## config.mk

```make
export PLATFORM = sky130hd
export DESIGN_NAME = midi_voice_alloc
export DESIGN_NICKNAME = d
export VERILOG_FILES = /design/src/rtl/midi_voice_alloc.sv
export SDC_FILE = /design/constraint.sdc
export NUM_CORES = 1
export LEC_CHECK = 0
export CORE_MARGIN = 2
export CORE_UTILIZATION = 50
export DETAILED_ROUTE_END_ITERATION = 8
export GPL_TIMING_DRIVEN = 0
export MAX_ROUTING_LAYER = met4
export PLACE_DENSITY = 0.86
export SETUP_SLACK_MARGIN = 0.2
export SLEW_MARGIN = 30
export SYNTH_ARGS = -nofsm -noshare
export SYNTH_HDL_FRONTEND = slang
export SYNTH_SLANG_ARGS = --single-unit
export TNS_END_PERCENT = 30
```

## constraint.sdc

```tcl
create_clock -name clk_i -period 2.6 [get_ports clk_i]
set_input_delay 0.52 -clock clk_i [delete_from_list [all_inputs] [get_ports clk_i]]
set_output_delay 0.52 -clock clk_i [all_outputs]
set_load 0.03 [all_outputs]
```

## src/rtl/midi_voice_alloc.sv

```systemverilog
// MIDI note-on/note-off parser with running status driving a fixed oscillator voice pool with round-robin stealing.
// Optional sustain pedal (CC64) handling is compiled in when MIDI_SUSTAIN_EN is defined.
module midi_voice_alloc #(
  parameter int  NUM_VOICES   = 4,
  parameter int  MIDI_CHANNEL = 0,
  localparam int SW           = (NUM_VOICES > 1) ? $clog2(NUM_VOICES) : 1
) (
  input  logic                    clk_i,
  input  logic                    nrst_i,
  input  logic [7:0]              midiData_i,
  input  logic                    dataReady_i,
  output logic [7*NUM_VOICES-1:0] voiceNote_o,
  output logic [NUM_VOICES-1:0]   voiceGate_o,
  output logic                    voiceUpdate_o,
  output logic [SW-1:0]           stealPtr_o
);

  typedef enum logic [1:0] {IDLE, WAIT_KEY, WAIT_VEL} state_t;
  typedef enum logic [1:0] {RS_NONE, RS_OFF, RS_ON, RS_CC} rs_t;

  state_t                state_reg;
  rs_t                   rs_reg;
  logic [6:0]            key_reg;
  logic [6:0]            note_reg [NUM_VOICES];
  logic [NUM_VOICES-1:0] gate_reg;
  logic                  update_reg;
  logic [SW-1:0]         steal_reg;
`ifdef MIDI_SUSTAIN_EN
  logic [NUM_VOICES-1:0] held_reg;
  logic                  sustain_reg;
`endif

  logic [NUM_VOICES-1:0] match_vec;
  logic                  any_match;
  logic                  any_free;
  logic [SW-1:0]         free_idx;
  rs_t                   status_kind;

  genvar gi;
  generate
    for (gi = 0; gi < NUM_VOICES; gi++) begin : g_voice
      assign match_vec[gi]          = gate_reg[gi] && (note_reg[gi] == key_reg);
      assign voiceNote_o[7*gi +: 7] = note_reg[gi];
    end
  endgenerate

  assign any_match     = |match_vec;
  assign any_free      = ~&gate_reg;
  assign voiceGate_o   = gate_reg;
  assign voiceUpdate_o = update_reg;
  assign stealPtr_o    = steal_reg;

  // Lowest-index free voice: scan downward so the last hit is the lowest index.
  always_comb begin
    free_idx = '0;
    for (int v = NUM_VOICES - 1; v >= 0; v--) begin
      if (!gate_reg[v]) free_idx = SW'(v);
    end
  end

  always_comb begin
    status_kind = RS_NONE;
    if (midiData_i[3:0] == 4'(MIDI_CHANNEL)) begin
      case (midiData_i[7:4])
        4'h8:    status_kind = RS_OFF;
        4'h9:    status_kind = RS_ON;
`ifdef MIDI_SUSTAIN_EN
        4'hB:    status_kind = RS_CC;
`endif
        default: status_kind = RS_NONE;
      endcase
    end
  end

  always_ff @(posedge clk_i or negedge nrst_i) begin
    if (!nrst_i) begin
      state_reg  <= IDLE;
      rs_reg     <= RS_NONE;
      key_reg    <= '0;
      gate_reg   <= '0;
      update_reg <= 1'b0;
      steal_reg  <= '0;
      for (int v = 0; v < NUM_VOICES; v++) note_reg[v] <= '0;
`ifdef MIDI_SUSTAIN_EN
      held_reg    <= '0;
      sustain_reg <= 1'b0;
`endif
    end else begin
      update_reg <= 1'b0;
      // Realtime bytes (0xF8..0xFF) fall outside this guard and leave every register untouched.
      if (dataReady_i && (midiData_i < 8'hF8)) begin
        if (midiData_i[7]) begin
          rs_reg    <= status_kind;
          state_reg <= (status_kind == RS_NONE) ? IDLE : WAIT_KEY;
        end else if (state_reg == WAIT_KEY) begin
          key_reg   <= midiData_i[6:0];
          state_reg <= WAIT_VEL;
        end else if (state_reg == WAIT_VEL) begin
          state_reg <= WAIT_KEY;
          if (rs_reg == RS_ON && midiData_i[6:0] != 7'd0) begin
            update_reg <= 1'b1;
            if (any_match) begin
`ifdef MIDI_SUSTAIN_EN
              held_reg <= held_reg & ~match_vec;
`endif
            end else if (any_free) begin
              note_reg[free_idx] <= key_reg;
              gate_reg[free_idx] <= 1'b1;
            end else begin
              note_reg[steal_reg] <= key_reg;
`ifdef MIDI_SUSTAIN_EN
              held_reg[steal_reg] <= 1'b0;
`endif
              steal_reg <= (steal_reg == SW'(NUM_VOICES - 1)) ? '0 : steal_reg + 1'b1;
            end
          end else if (rs_reg == RS_ON || rs_reg == RS_OFF) begin
`ifdef MIDI_SUSTAIN_EN
            if (sustain_reg) begin
              held_reg <= held_reg | match_vec;
            end else begin
              gate_reg   <= gate_reg & ~match_vec;
              update_reg <= any_match;
            end
`else
            gate_reg   <= gate_reg & ~match_vec;
            update_reg <= any_match;
`endif
          end
`ifdef MIDI_SUSTAIN_EN
          else if (rs_reg == RS_CC && key_reg == 7'd64) begin
            if (midiData_i[6]) begin
              sustain_reg <= 1'b1;
            end else begin
              sustain_reg <= 1'b0;
              gate_reg    <= gate_reg & ~held_reg;
              held_reg    <= '0;
              update_reg  <= |held_reg;
            end
          end
`endif
        end
      end
    end
  end

endmodule

```

# [Word level (Yosys, flattened, before mapping)]
# Cells that the tools add are included.
[op_classes] addsub=1 order_cmp=7 n_eq_ne=13 muxes=30 n_bitwise=8 n_reduce_logical=23
[op_table] op="$bwmux W28" count=2
[op_table] op="$demux W7 S2" count=2
[op_table] op="$eq A7 B7 Y1" count=4
[op_table] op="$mux W28" count=1
[op_table] op="$mux W2" count=9
[op_table] op="$mux W4" count=4
[op_table] op="$mux W7" count=2
[op_table] op="$reduce_and A10 Y1" count=1
[op_table] op="$logic_and A1 B1 Y1" count=9
[op_table] op="$eq A4 B4 Y1 const B" count=2
[op_table] op="$lt A8 B8 Y1 const B" count=1
[op_table] op="$mux W1" count=8
[op_table] op="$reduce_and A7 Y1" count=1
[op_table] op="$reduce_bool A7 Y1" count=1
[op_table] op="$eq A2 B2 Y1 const B" count=3
[op_table] op="$ge A3 B3 Y1 const B" count=2
[op_table] op="$lt A3 B1 Y1 const B" count=2
[op_table] op="$not A2 Y3" count=2
[op_table] op="$reduce_and A6 Y1" count=1
[op_table] op="$and A4 B4 Y4" count=1
[op_table] op="$eq A2 B1 Y1 const B" count=2
[op_table] op="$logic_not A4 Y1" count=1
[op_table] op="$ne A2 B2 Y1 const B" count=2
[op_table] op="$not A4 Y4" count=1
[op_table] op="other kinds (15)" count=18
[totals] reg_bits=46 inputBits=11 output_inout_bits=35 word_cells=92

# [Depth between registers and ports, before layout]
# Gate-level depths: netlist (run 1).
[logic_depth] word_depth=12 mapped_depth=8 depth_no_buf=8

# [Least setup slack after synthesis (run 1)]
# No wires, ideal clock.
[synth_timing] kind="input to register" from="in midiData_i[7]" to="reg note_reg, in the netlist voiceNote_o[21]" setup_time_ps=125 arrival_ps=2088 t_required_ps=2475 path_slack_ps=387 cell_stages=6 n_path_buf=0 cell_sequence="nand4bb_1 a211o_1 a21oi_2 nand2_2 nor4_4 mux2_2"
[synth_between] elab_chain_len=3 word_cells_on_any_way=4 classes_between="order compare: 1; bitwise: 1; reduce/logical: 2"
[synth_rtl] item="from (decl)" line="10" source="input logic [7:0] midiData_i,"
[synth_rtl] item="$lt A8 B8 Y1" line="91" source="if (dataReady_i && (midiData_i < 8'hF8)) begin"
[synth_rtl] item="$logic_and A1 B1 Y1" line="91"
[synth_rtl] item="$reduce_and A6 Y1 (no source line) *"
[synth_rtl] item="to (signal, indexed assignment)" line="107" source="note_reg[free_idx] <= key_reg;"
[synth_rtl] item="to (signal, indexed assignment)" line="110" source="note_reg[steal_reg] <= key_reg;"
[synth_rtl] item="to (decl)" line="24" source="logic [6:0] note_reg [NUM_VOICES];"
# Mark *: on every way between the ends. The rest lies on a longest branch, timed or not.
# A chain may end at the register's enable or synchronous reset.

# [Worst setup path in the final report (run 1)]
[layout_timing] from="in midiData_i[2]" to="reg note_reg, in the netlist voiceNote_o[17]"
[layout_between] elab_chain_len=3 word_cells_on_any_way=5 classes_between="order compare: 1; reduce/logical: 4"
[layout_rtl] item="$lt A8 B8 Y1 or $reduce_bool A7 Y1 (tied branches)" line="91, 100"
[layout_rtl] item="$logic_and A1 B1 Y1 (on tied branches)" line="91, 100"
[layout_rtl] item="$reduce_and A6 Y1 (no source line) *"
# Marked as above.

==> results of run 1 <==
cells by family after synthesis:
family,after synthesis
flip-flops,46
adder cells (fa/ha/maj),5
multiplexers,38
buffers and inverters,16
AND/OR/NAND/NOR,47
AO/OA/AOI/OAI,23
XOR/XNOR,28
layer usage:
layer	vias up	global-route usage, %
met5	-	-
met4	0	7.68
met3	7	4.39
met2	35	32.0
met1	812	27.6
li1	828	-
worst max-delay path: cells and delay by family:
kind	cells	cell delay, ns
buffers and inverters	2	0.69
AOI/OAI and AO/OA	2	0.53
and+or+nand+nor	3	0.48
muxes	1	0.33
power by group:
| group | switching, mW | leakage, nW | internal (mW) |
|---|---|---|---|
| Sequential | 0.00272 | 0.641 | 0.724 |
| Combinational | 0.0998 | 0.726 | 0.0775 |
| Clock | 0.228 | 0.0573 | 0.307 |
| Total | 0.331 | 1.42 | 1.11 |
stage by stage:
step / setup WS [ns] / cell area [um^2] / power [mW] / utilization [%]
final: 0.228 / 3160 / 1.44 / 67.4
after global routing: 0.181 / 3160 / 1.51 / 67.4
after CTS: 0.164 / 3140 / 1.45 / 67.0
after detailed placement: -0.438 / 2930 / 0.904 / 62.5
after global placement: -0.401 / 2930 / 0.901 / 62.5
after floorplan: 0.387 / 2420 / 0.845 / -
final cells by class:
class	instances	area [um^2]	share of cell area [%]
plain buffers	10	65.1	2.06
clock buffers	6	82.6	2.61
clock inverters	1	30.0	0.949
inverters	6	22.5	0.712
multi-input cells	141	1240	39.2
flip-flops and latches	46	1150	36.4
well taps	54	67.6	2.14
repair buffers	48	504	15.9
worst max-delay path by stage:
stage / start / to / slack (ns) / cells after the start
after floorplan: midiData_i[7] / voiceNote_o[21] / 0.39 / 6
after CTS: midiData_i[7] / voiceNote_o[17] / 0.16 / 8
final: midiData_i[2] / voiceNote_o[17] / 0.23 / 8
after global placement: midiData_i[7] / voiceNote_o[21] / -0.40 / 7
after global routing: dataReady_i / voiceNote_o[18] / 0.18 / 8
after detailed placement: midiData_i[7] / voiceNote_o[25] / -0.44 / 7
synthesized netlist by cell type (all sizes together), types with 2 or more instances:
cell type,count,area share [%]
nor3,2,0.62
dfrtp,46,48
o31ai,2,0.62
inv,6,0.93
xnor2,19,6.9
clkbuf,2,0.31
nand4,5,1.3
nor2,4,0.62
nor4,4,1.9
o21ai,10,2.1
mux2,37,17
buf,8,2.4
nand2,15,2.4
ha,5,2.6
nand3,7,1.4
a21oi,4,0.98
or3,2,0.57
xor2,9,3.3
repair_timing:
action                                  CTS  global route
gates cloned                              0             0
gates resized for setup                   7             4
endpoints found under the setup margin   22            30
buffers inserted                          3             0
pin swaps                                 3             0
==> results by group, run 1 <==
Status
  • Outcome: complete, no violations

Placed design
  • # port buffers: 45
  • Inst Count DP: 302
  • Hpwl dp: 3.57 mm
  • GPL Wtd Cong: a little over 0.8

Final layout
  • Fillers: about 360
  • Layout cell share with drive strength beyond 1: roughly 28%
  • N_diodes: 0
  • Largest register FFs: 28
  • P&R area growth vs syn: 30.9%
  • Commonest non-fill, non-tap cells in the layout: 46 x dfrtp_1, 42 x clkdlybuf4s50_1, 37 x mux2_2, 19 x xnor2_1, 14 x nand2_1
  • Leading cell type in the layout, fill and taps excluded: dfrtp_1
  • Fin nets: between 200 and 300
  • Final Non-Filler Cells: about 310

Detailed routing
  • DR WL met2: 2.50 mm
  • Routed WL per cell: about 16 um
  • Residual DRC: 0
  • Final wirelength: between 5 and 6 mm
  • Max Used Layer: met4
  • Final antenna-violating net count: 0
  • Initial DRC count: about 100
  • Vias after detailed routing: about 1,700
  • Vias/cell: around 5.4
  • TritonRoute pass-1 iters: 4
  • WL met3: 160 um
  • M1 WL: ~2.3 mm

Global route
  • First-pass GRT wire length: between 8 and 9 mm
  • Initial antenna violation count: 0
  • Gr ovfl total: 0
  • Vias in the first global route: between 1,500 and 2,000
  • GR Util All Layers: around a fifth
  • Pin count of the biggest net entering global routing: 47

CTS
  • CTS Buffer Depth: 2
  • Skew-Pair Late Insertion Delay: roughly 0.3 ns
  • Clk sink count: 46
  • Clk slew on worst S/H paths: roughly 0.08 ns
  • CTS buffer count: 5
  • CTS root buffer: clkbuf_8
  • CTS tree: built
  • Hold buffer count at cts: 0
  • H-tree depth: 2

Setup path
  • Worst R2R Path Depth: 8
  • Worst r2r src: key_reg[5]
  • CP max FO: 7
  • Worst EP arrival: approximately 2.6 ns
  • Critical Path RT: ~2.8 ns
  • Setup Crit Path Kind: primary input to flip-flop
  • Crit path launch type: primary input
  • Worst Setup End Kind: flip-flop
  • Reg2Reg Capture Point: voiceNote_o[2]
  • Critical path, cell by cell: clkdlybuf4s50_1 -> nor3_1 -> a211o_1 -> a21oi_4 -> nand3_2 -> nor3_4 -> buf_12 -> mux2_2
  • Max stage delay cell, worst path: clkdlybuf4s50_1
  • R2r setup slk: around 0.39 ns
  • Critical Path Max Stage Delay: about 0.54 ns

Worst hold path
  • Tightest Hold Check Type: primary input to async pin

Timing
  • Final Critical Period: about 2.4 ns
  • Fin. max-slew vios: 0
  • Measured slew at the worst slew-check pin: between 0.5 and 0.6 ns
  • Max Freq: about 420 MHz
  • RSZ-0062 raised after global routing: yes
  • Tcrit/Tclk final: between 90% and 100%
  • Worst hold slack: roughly 0.21 ns
  • Clock Skew: around 0.0052 ns
  • # setup viols final: 0
  • Rel. slew slack: roughly three fifths
  • Final setup TNS: 0 ns
  • Fin. Hold Viols: 0

Synth
  • Post-Synth XOR/XNOR Area: between 10% and 20%
  • Post-Syn Area: roughly 0.0024 mm^2
  • Largest family of logic cells by synthesized area: multiplexers
  • Post-synth EDFFs: 0
  • Post-synthesis compound-gate area fraction: 6.53%
  • Yosys cell types: roughly 40
  • Adder-Cell Fraction of Synth Area: roughly 2.6%
  • Mapped Nets: 219
  • Ys flop type: dfrtp_1
  • Register area share after synthesis: a little under half
  • Mux cell area share after synthesis: approximately 18%
  • Synth Warn #: 0
  • Syn avg cell area: approximately 12 um^2
  • Ys async rst share: 100%
  • Cell count after synthesis: 203
  • Synth Area in Simple Gates: a little under an eighth
  • Yosys reg bits: 46

Pwr
  • P_leak: between 1 and 1.5 nW
  • Pwr dens: between 400 and 500 mW/mm^2
  • Worst IR Drop VDD: around 280 uV

Run
  • Max-cap violations: 0

Floorplanning
  • Full die area: about 0.0054 mm^2
  • Core Rows: 25
  • Core ar.: around 0.0047 mm^2
  • Die Width: around 74 um
  • Starting Density: between 50% and 60%
  • Die H: between 70 and 80 um
  • I/O pin cnt: 46
Power figures use the tool's default switching activity.
==> run 2, diff against run 1 <==
--- a/config.mk
+++ b/config.mk
@@ -9,7 +9,6 @@
 export CORE_UTILIZATION = 50
 export DETAILED_ROUTE_END_ITERATION = 8
 export GPL_TIMING_DRIVEN = 0
-export MAX_ROUTING_LAYER = met4
 export PLACE_DENSITY = 0.86
 export SETUP_SLACK_MARGIN = 0.2
 export SLEW_MARGIN = 30
==> run 2 against run 1 <==
  * Hold slack worse by 0.00070 ns
  * Maximum frequency about the same
  * Design area unchanged
  * Highest routed layer unchanged
  * Critical path depth unchanged
  * Worst setup slack better by 0.00063 ns
  * Clock skew about the same
  * Largest power group unchanged
  * Clock power about the same
==> results by group, run 2 (synthesis results as in run 1) <==
CTS
  • CTS tree: built
  • Hold buffer count at cts: 0
  • Clk slew on worst S/H paths: around 0.080 ns
  • CTS Buffer Depth: 2
  • CTS root buffer: clkbuf_8
  • Skew-Pair Late Insertion Delay: roughly 0.30 ns
  • CTS buffer count: 5
  • Clk sink count: 46
  • H-tree depth: 2

Setup path
  • Worst Setup End Kind: flip-flop
  • Critical path, cell by cell: clkdlybuf4s50_1 -> nor3_1 -> a211o_1 -> a21oi_4 -> nand3_2 -> nor3_4 -> buf_12 -> mux2_2
  • Critical Path RT: 2.78 ns
  • Worst r2r src: key_reg[5]
  • Worst R2R Path Depth: 8
  • Max stage delay cell, worst path: clkdlybuf4s50_1
  • Setup Crit Path Kind: primary input to flip-flop
  • Crit path launch type: primary input
  • Worst EP arrival: between 2 and 3 ns
  • CP max FO: 7
  • Reg2Reg Capture Point: voiceNote_o[2]
  • Critical Path Max Stage Delay: 0.54 ns
  • R2r setup slk: roughly 0.4 ns

Floorplanning
  • I/O pin cnt: 46
  • Core Rows: 25
  • Die Width: 73.5 um
  • Die H: roughly 74 um
  • Starting Density: 51.5%
  • Full die area: between 0.005 and 0.006 mm^2
  • Core ar.: ~0.0047 mm^2

Final layout
  • Design area: 0.00316 mm^2
  • Fillers: approximately 360
  • Register area: approximately 0.0012 mm^2
  • Fin nets: about 270
  • Leading cell type in the layout, fill and taps excluded: dfrtp_1
  • N_diodes: 0
  • Multi-input logic area: 0.00124 mm^2
  • Layout cell share with drive strength beyond 1: about 28%
  • Commonest non-fill, non-tap cells in the layout: 46 x dfrtp_1, 42 x clkdlybuf4s50_1, 37 x mux2_2, 19 x xnor2_1, 14 x nand2_1
  • Largest register FFs: 28
  • P&R area growth vs syn: 30.9%

Placed design
  • Area after DPL: 0.00293 mm^2
  • # port buffers: 45
  • Hpwl dp: around 3.6 mm
  • GPL Wtd Cong: roughly 0.8

Global route
  • Pin count of the biggest net entering global routing: 47
  • First-pass GRT wire length: roughly 8.3 mm
  • Gr ovfl total: 0
  • Vias in the first global route: around 1,700
  • GR Util All Layers: between 20% and 30%
  • Initial antenna violation count: 0

Timing
  • Final setup TNS: 0 ns
  • Measured slew at the worst slew-check pin: between 0.5 and 0.6 ns
  • Rel. slew slack: 61.7%
  • Final Critical Period: roughly 2.4 ns
  • Clock Skew: about 0.0057 ns
  • Fin. max-slew vios: 0
  • Max Freq: approximately 420 MHz
  • Tcrit/Tclk final: approximately 90%
  • RSZ-0062 raised after global routing: yes
  • # setup viols final: 0
  • Fin. Hold Viols: 0

Pwr
  • Total power: between 1 and 1.5 mW
  • Pwr dens: ~460 mW/mm^2
  • P_leak: 1.42 nW
  • Worst IR Drop VDD: between 200 and 300 uV

Detailed routing
  • Residual DRC: 0
  • Vias/cell: between 5 and 6
  • Vias after detailed routing: ~1,700
  • Routed WL per cell: 16.2 um
  • Initial DRC count: 81
  • TritonRoute pass-1 iters: 4
  • Final wirelength: just over 5 mm
  • Final antenna-violating net count: 0

Run
  • Max-cap violations: 0

Status
  • Outcome: complete, no violations

Worst hold path
  • Tightest Hold Check Type: primary input to async pin
[run 2: cell counts in the layout (fill, tap and decap cells not counted)]
Identical to the previous run, type by type.
[run 2: what timing repair did]
| item | CTS | global route |
|---|---|---|
| pin swaps | 3 | 0 |
| endpoints found under the setup margin | 22 | 30 |
| gates resized for setup | 7 | 4 |
| setup buffers | 3 | 0 |
[run 2: cell type report]
cell class / count / area share (%)
sequential: 46 / 36.4
tap: 54 / 2.14
multi-input combinational: 141 / 39.2
buffer: 10 / 2.06
clock inverter: 1 / 0.949
inverter: 6 / 0.712
clock buffer: 6 / 2.61
timing repair buffer: 48 / 15.9
[run 2: metrics by stage]
| stage | util [%] | hold slack (ns) | setup WS, ns | std cells |
|---|---|---|---|---|
| 3_5_place_dp | 62.5 | 0.485 | -0.438 | 302 |
| 2_1_floorplan | - | 0.224 | 0.387 | 203 |
| 5_1_grt | 67.4 | 0.257 | 0.181 | 312 |
| 6_report | 67.4 | 0.208 | 0.228 | 312 |
| 3_3_place_gp | 62.5 | 0.470 | -0.401 | 302 |
| 4_1_cts | 67.0 | 0.235 | 0.164 | 312 |
[run 2: how the worst max path moves through the flow]
| stage | start | to | cells past startpoint |
|---|---|---|---|
| floorplan | midiData_i[7] | voiceNote_o[21] | 6 |
| global placement | midiData_i[7] | voiceNote_o[21] | 7 |
| detailed placement | midiData_i[7] | voiceNote_o[25] | 7 |
| CTS | midiData_i[7] | voiceNote_o[17] | 8 |
| global route | dataReady_i | voiceNote_o[18] | 8 |
| finish | midiData_i[2] | voiceNote_o[17] | 8 |
[run 2: layer usage]
metal  up-vias  routed length, um  track usage, %
li1        828                  -               -
met3         8                166            4.39
met2        39               2500            32.1
met5         -                  0               0
met4         0                 85            7.68
met1       826               2310            27.5
[run 2: worst max-delay path: cells and delay by family]
kind,cells,cell delay [ns]
muxes,1,0.33
buffers and inverters,2,0.69
and+or+nand+nor,3,0.48
AOI/OAI and AO/OA,2,0.53
[run 2: power by group]
part / internal [mW] / switching [mW]
sequential: 0.724 / 0.00273
combinational: 0.0775 / 0.0999
clock: 0.307 / 0.229
total: 1.11 / 0.332
